$ cat config.mk
export PLATFORM = sky130hd
export DESIGN_NAME = wb_stage
export DESIGN_NICKNAME = d
export VERILOG_FILES = /design/src/rtl/wb_stage_pkg.sv /design/src/rtl/wb_retire_counter.sv /design/src/rtl/wb_stage.sv
export SDC_FILE = /design/constraint.sdc
export NUM_CORES = 1
export LEC_CHECK = 0
export CAP_MARGIN = 30
export CELL_PAD_IN_SITES_DETAIL_PLACEMENT = 0
export CELL_PAD_IN_SITES_GLOBAL_PLACEMENT = 1
export CORE_UTILIZATION = 30
export DETAILED_ROUTE_END_ITERATION = 7
export PLACE_DENSITY = 0.74
export SLEW_MARGIN = 15
export SYNTH_ARGS = -nofsm -noshare
export SYNTH_HDL_FRONTEND = slang
export SYNTH_HIERARCHICAL = 1
export SYNTH_SLANG_ARGS = --single-unit
$ cat constraint.sdc
create_clock -name clk -period 2.24 [get_ports clk]
set_input_delay 0.336 -clock clk [delete_from_list [all_inputs] [get_ports clk]]
set_output_delay 0.336 -clock clk [all_outputs]
set_load 0.03 [all_outputs]
$ cat src/rtl/wb_stage_pkg.sv
// Shared types and widths for the writeback stage: MEM->WS bus layout,
// stage FSM states and exception code constants.
package wb_stage_pkg;

    localparam int WS_DATA_W  = 32;
    localparam int WS_RADDR_W = 5;
    localparam int WS_ECODE_W = 6;
    localparam int WS_PC_W    = 32;
    localparam int WS_WE_W    = 4;

    typedef enum logic {
        RUN   = 1'b0,
        FLUSH = 1'b1
    } ws_state_t;

    typedef struct packed {
        logic [WS_PC_W-1:0]    pc;
        logic                  gr_we;
        logic [WS_RADDR_W-1:0] dest;
        logic [WS_DATA_W-1:0]  result;
        logic                  ex;
        logic [WS_ECODE_W-1:0] ecode;
    } ms_bus_t;

    localparam logic [WS_ECODE_W-1:0] ECODE_INT = 6'h00;
    localparam logic [WS_ECODE_W-1:0] ECODE_SYS = 6'h0B;
    localparam logic [WS_ECODE_W-1:0] ECODE_BRK = 6'h0C;
    localparam logic [WS_ECODE_W-1:0] ECODE_INE = 6'h0D;

endpackage

$ cat src/rtl/wb_retire_counter.sv
// Free-running retired-instruction counter: increments when en is high,
// wraps at the top of its range, clears asynchronously on reset.
module wb_retire_counter #(
    parameter int WIDTH = 32
) (
    input  logic             clk,
    input  logic             reset,
    input  logic             en,
    output logic [WIDTH-1:0] count
);

    logic [WIDTH-1:0] count_reg;

    always_ff @(posedge clk or posedge reset) begin
        if (reset) begin
            count_reg <= '0;
        end else if (en) begin
            count_reg <= count_reg + WIDTH'(1);
        end
    end

    assign count = count_reg;

endmodule

$ cat src/rtl/wb_stage.sv
// Writeback stage: registers one MEM result per cycle, drives the regfile
// write port and ID forwarding, and commits exceptions (one FLUSH bubble).
// Optional debug trace ports/print are enabled by defining WS_DEBUG_TRACE_EN.
module wb_stage
    import wb_stage_pkg::*;
#(
    parameter int DATA_W  = WS_DATA_W,
    parameter int RADDR_W = WS_RADDR_W,
    parameter int ECODE_W = WS_ECODE_W
) (
    input  logic               clk,
    input  logic               reset,
    input  logic               ms_to_ws_valid,
    output logic               ws_allowin,
    input  logic [31:0]        ms_pc,
    input  logic               ms_gr_we,
    input  logic [RADDR_W-1:0] ms_dest,
    input  logic [DATA_W-1:0]  ms_result,
    input  logic               ms_ex,
    input  logic [ECODE_W-1:0] ms_ecode,
    output logic [3:0]         rf_we,
    output logic [RADDR_W-1:0] rf_waddr,
    output logic [DATA_W-1:0]  rf_wdata,
    output logic               ws_fwd_valid,
    output logic [RADDR_W-1:0] ws_fwd_dest,
    output logic [DATA_W-1:0]  ws_fwd_data,
    output logic               ws_ex,
    output logic [ECODE_W-1:0] ws_ecode,
    output logic [31:0]        ws_epc,
    output logic [31:0]        retire_cnt
`ifdef WS_DEBUG_TRACE_EN
    ,
    output logic [31:0]        debug_wb_pc,
    output logic [3:0]         debug_wb_rf_we,
    output logic [4:0]         debug_wb_rf_wnum,
    output logic [31:0]        debug_wb_rf_wdata
`endif
);

    ws_state_t state_reg;
    logic      ws_valid_reg;
    ms_bus_t   ws_bus_reg;
    ms_bus_t   ms_bus;
    logic      commit;

    assign ms_bus = '{pc: ms_pc, gr_we: ms_gr_we, dest: ms_dest,
                      result: ms_result, ex: ms_ex, ecode: ms_ecode};

    assign ws_allowin = (state_reg == RUN);

    always_ff @(posedge clk or posedge reset) begin
        if (reset) begin
            state_reg    <= RUN;
            ws_valid_reg <= 1'b0;
            ws_bus_reg   <= '0;
        end else begin
            case (state_reg)
                RUN: begin
                    ws_valid_reg <= ms_to_ws_valid;
                    if (ms_to_ws_valid) begin
                        ws_bus_reg <= ms_bus;
                    end
                    if (ws_valid_reg && ws_bus_reg.ex) begin
                        state_reg <= FLUSH;
                    end
                end
                FLUSH: begin
                    // MEM holds its entry; WS drains for exactly one cycle.
                    ws_valid_reg <= 1'b0;
                    state_reg    <= RUN;
                end
                default: begin
                    ws_valid_reg <= 1'b0;
                    state_reg    <= RUN;
                end
            endcase
        end
    end

    assign commit = ws_valid_reg && !ws_bus_reg.ex;

    generate
        for (genvar gi = 0; gi < 4; gi++) begin : g_rf_we
            assign rf_we[gi] = commit && ws_bus_reg.gr_we;
        end
    endgenerate

    assign rf_waddr = ws_bus_reg.dest;
    assign rf_wdata = ws_bus_reg.result;

    // r0 writes still reach the regfile but must never be forwarded.
    assign ws_fwd_valid = commit && ws_bus_reg.gr_we && (ws_bus_reg.dest != '0);
    assign ws_fwd_dest  = ws_bus_reg.dest;
    assign ws_fwd_data  = ws_bus_reg.result;

    assign ws_ex    = ws_valid_reg && ws_bus_reg.ex;
    assign ws_ecode = ws_bus_reg.ecode;
    assign ws_epc   = ws_bus_reg.pc;

    wb_retire_counter #(.WIDTH(32)) u_retire (
        .clk   (clk),
        .reset (reset),
        .en    (commit),
        .count (retire_cnt)
    );

`ifdef WS_DEBUG_TRACE_EN
    assign debug_wb_pc       = ws_bus_reg.pc;
    assign debug_wb_rf_we    = rf_we;
    assign debug_wb_rf_wnum  = rf_waddr;
    assign debug_wb_rf_wdata = rf_wdata;

`ifndef SYNTHESIS
    always @(posedge clk) begin
        if (!reset && commit) begin
            $display("wb trace: pc=%08h dest=%0d data=%08h",
                     ws_bus_reg.pc, ws_bus_reg.dest, ws_bus_reg.result);
        end
    end
`endif
`endif

endmodule

# Yosys cells after proc, flatten, opt, wreduce, memory -nomap -nowiden
# Index checks and enable logic that the tools add are counted.
# classes
add_sub_neg,1
n_mux,3
bitwise_logic,1
n_reduce_logical,7
# op_table
operator,n
"32-bit by 1-bit adder with 32-bit output, second input constant",1
5-bit nonzero test,1
1-bit logical AND,4
1-bit one-hot mux with 2 select lines,2
2-bit AND reduction,1
1-bit logical NOT,1
1-bit two-way mux,1
1-bit NOT,1
# totals
regBits,111
in_bits,80
out_inout_bits,151
word_cells,21

# Longest topological paths before layout
# depth
ltp_word,4
ltp_mapped,5

# Hierarchy
# The synthesis kept the hierarchy.
# by_module_without_submodules
mod,instances,cells_per_inst,area_per_inst_um2
wb_stage,1,289,3905.0
wb_retire_counter,1,126,1510.2

# Least setup slack after synthesis
# No wires, ideal clock.
# synth_path
path_type,reg2reg
from,register ws_bus_reg[6] (netlist name)
to,register u_retire.count_reg[25] (netlist: u_retire/count[25])
setup_time_ps,80
arrival_ps,1614
path_slack_ps,546
path_stages_with_launch,6
n_path_buf,0
period_less_slack_ps,1694
cell_sequence,dfrtp_1 > nor2b_1 > and4_2 > nand3_4 > nor4_1 > xor2_1
# synth_between
elab_chain_len,2
# synth_lines
element,line_no,text
"start, declared",wb_stage.sv:42,ms_bus_t ws_bus_reg;
"start signal, assigned",wb_stage.sv:61,ws_bus_reg <= ms_bus;
1-bit logical NOT,wb_stage.sv:80,assign commit = ws_valid_reg && !ws_bus_reg.ex;
1-bit logical AND,wb_stage.sv:80,
named net commit,wb_stage.sv:44,logic commit;
"end signal, assigned",wb_retire_counter.sv:18,count_reg <= count_reg + WIDTH'(1);
"end, declared",wb_retire_counter.sv:12,logic [WIDTH-1:0] count_reg;
# The timed path passes the listed nets, and every way through them passes these cells.
# A chain may end at the register's enable or synchronous reset.

# Final worst setup path
# layout_path
from,register ws_bus_reg[6] (netlist name)
to,output port rf_we[3]
# layout_between
elab_chain_len,3
# layout_lines
element,line_no,text
1-bit logical NOT,wb_stage.sv:80,
1-bit logical AND,wb_stage.sv:80,
1-bit logical AND,wb_stage.sv:84,assign rf_we[gi] = commit && ws_bus_reg.gr_we;
"end, declared",wb_stage.sv:21,"output logic [3:0] rf_we,"
# No other way between the ends.

==> results.md <==
* Post-synthesis area per instance at 13.0 µm²
* Pins Over Slew Limit at 0
* Core area at 17500 µm²
* Dpl ws at 0.182 ns
* CP Capture Type: output pin
* Critical path's top delay family: buffers and inverters
* Mapped Area at 5420 µm²
* RSZ-0062 raised after global routing: no
* Status: complete, no violations
* Cts hold-fix bufs at 0
* Commonest cells in the netlist: 115 x buf_4, 111 x dfrtp_1, 59 x mux2_2
* Die X at 136 µm
* Clk pwr share at 23.1%
* Syn nets at 496
* Largest family of logic cells by synthesized area: buffers and inverters
* Crit path time final at 2.14 ns
* Switch share at 34.8%
* Top cells by area, synth: dfrtp_1 51%, buf_4 16%, mux2_2 12%, mux2_4 5.3%, xor2_1 2.9%
* Fin crit share at 95.6%
* Yosys top cell area share at 51.3%
* Synth Area in Compound Gates at 0.139%
* Post-synth ARST share at 100%
* Post-synthesis xor/xnor area fraction at 5.01%
* Pre-Repair DR Iteration Count at 6
* Slowest-stage cell, CP: clkdlybuf4s50_1
* H-tree lvl count at 3
* CP Max Fanout at 5
* Largest net degree at the start of global routing at 48
* Adder-Cell Fraction of Synth Area at 0.231%
* Post-CTS setup buffer count at 0
* Initial Utilization at 31.0%
* DR vias/cell at 4.30
* Startpoint types: flop
* CTS tree: yes
* Required time worst endpoint at 1.90 ns
* Fmax at 467 MHz
* Vias in the first global route at 3405
* Root buffer cell: clkbuf_16
* Port-buffer cells at 230
* Static leakage at 3.15 nW
* Total routing usage reported by global routing at 12.3%
* Ys flop type: dfrtp_1
* Switch Pwr at 2.24 mW
* Drt wl/cell at 14.7 µm
* Die area at 18600 µm²
* Post-synthesis mux area share at 17.5%
* Reg power frac at 39.4%
* Max-cap check violation count at 0
* First-pass GRT wire length at 17500 µm
* Top-count cell post-synth: buf_4
* Final hold violations at 0
* Area grow syn2layout at 37.1%
* CP bufs+invs at 1
* IO Pins at 231
* Grt total ovfl at 0
* Setup TNS at 0 ns
* Hold WC Path Type: input pin to async pin
* Worst-margin pin slew at 0.416 ns
* Worst-path clk slew at 0.07 ns
* Net count, final at 618
* Clk_lat worst skew at 0.35 ns
* Cell variety after synth at 32
* Post-CTS Resized at 1
* Post-Syn Instances at 415
* Post-route ant nets at 0
* Clk sinks at 111
* Num rows at 48
* Antenna cells at 0
* Setup Skew at 0.0104 ns
* Placer Congestion at 0.725
* Die Y at 136 µm
* Register Area at 2780 µm²
* Synthesis warning total at 6
* Simple-gate area share of the yosys netlist at 7.90%
* Post-DP HPWL at 8360 µm
* Filler cell count at 1608
* Critical path type: flop to output pin
* Worst VDD drop at 0.595 mV
* Final Setup Violations at 0
* Final worst slack at 0.0976 ns
* Pwr dens at 869 nW/µm²
* Via count at 3295
* Internal Power at 4.21 mW
* Critical path's largest stage delay at 0.71 ns
* DRC at 0
* Number of synthesized flops with an enable pin at 0
* Share of post-route cells with drive strength above 1 at 20.5%
* Max-Slew Margin vs Limit at 72.3%
* Yosys top cell by area: dfrtp_1
* Crit path DAT at 1.81 ns
* Antenna violations before repair at 0
* CP cell instances: and3b_1 > clkdlybuf4s50_1
* Sequential fraction of the synthesis area at 51.3%
* Gate power share at 37.5%
* Footprint of the multi-input gates at 1680 µm²
* DR iter-0 viols at 111
* Yosys reg bits at 111
* Final wirelength at 11300 µm
* Clk buf depth at 2
* Num CTS Buffers at 9
## final timing paths
kind	startpoint	endpoint	slack, ns	depth (start not counted)
min in group clk	u_retire/count[31]	u_retire/count[31]	0.47	1
worst min-delay path	reset	rf_wdata[18]	0.35	2
max in group asynchronous	reset	ws_epc[23]	1.17	4
worst min register to register	u_retire/count[31]	u_retire/count[31]	0.47	1
worst max-delay path	ws_bus_reg[6]	rf_we[3]	0.1	2
worst max register to register	ws_bus_reg[6]	u_retire/count[25]	0.31	5
## placed cells by master, fill, tap and decap left out, types with 6 or more instances in the layout
cell,n
mux2_2,59
xor2_1,18
dfrtp_1,111
clkbuf_16,9
clkdlybuf4s50_1,229
mux2_4,19
nor3_1,6
xnor2_1,13
nand2_1,11
nand3_1,8
## layout make-up
class | instances | share of cell area [%]
sequential | 111 | 37.4
timing repair buffer | 237 | 32.3
multi-input combinational | 173 | 22.6
tap | 225 | 3.79
clock buffer | 11 | 3.13
clock inverter | 5 | 0.455
inverter | 5 | 0.303
## layer usage
metal	wire length (µm)	up-vias	GRT usage, %
met2	5500	146	20.7
met1	4710	1605	14.5
met4	214	0	5.49
met5	0	-	0
met3	878	15	3.62
li1	-	1529	-
## stage by stage
stage | util (%) | std cells | hold slack (ns) | instance area, µm² | power (mW)
2_1_floorplan | - | 415 | 0.452 | 5420 | 4.41
3_3_place_gp | 41.0 | 751 | 0.459 | 7160 | 4.99
3_5_place_dp | 41.0 | 751 | 0.462 | 7160 | 5.03
4_1_cts | 42.5 | 767 | 0.350 | 7430 | 6.56
5_1_grt | 42.5 | 767 | 0.368 | 7420 | 6.77
6_report | 42.5 | 767 | 0.346 | 7420 | 6.45
## power by group through the flow
stage	Combinational (mW)	Clock [mW]	Sequential [mW]
after CTS	2.45	1.56	2.55
after global placement	2.43	0	2.56
after floorplan	1.80	0	2.61
after detailed placement	2.44	0	2.58
after global routing	2.53	1.65	2.59
final	2.42	1.49	2.54
## cell families after synthesis
group	after synthesis
xor+xnor	31
compound gates	1
flops	111
buf+inv	131
mux	78
fa+ha+maj	1
simple gates	62
(Power assumes the default switching activity.)
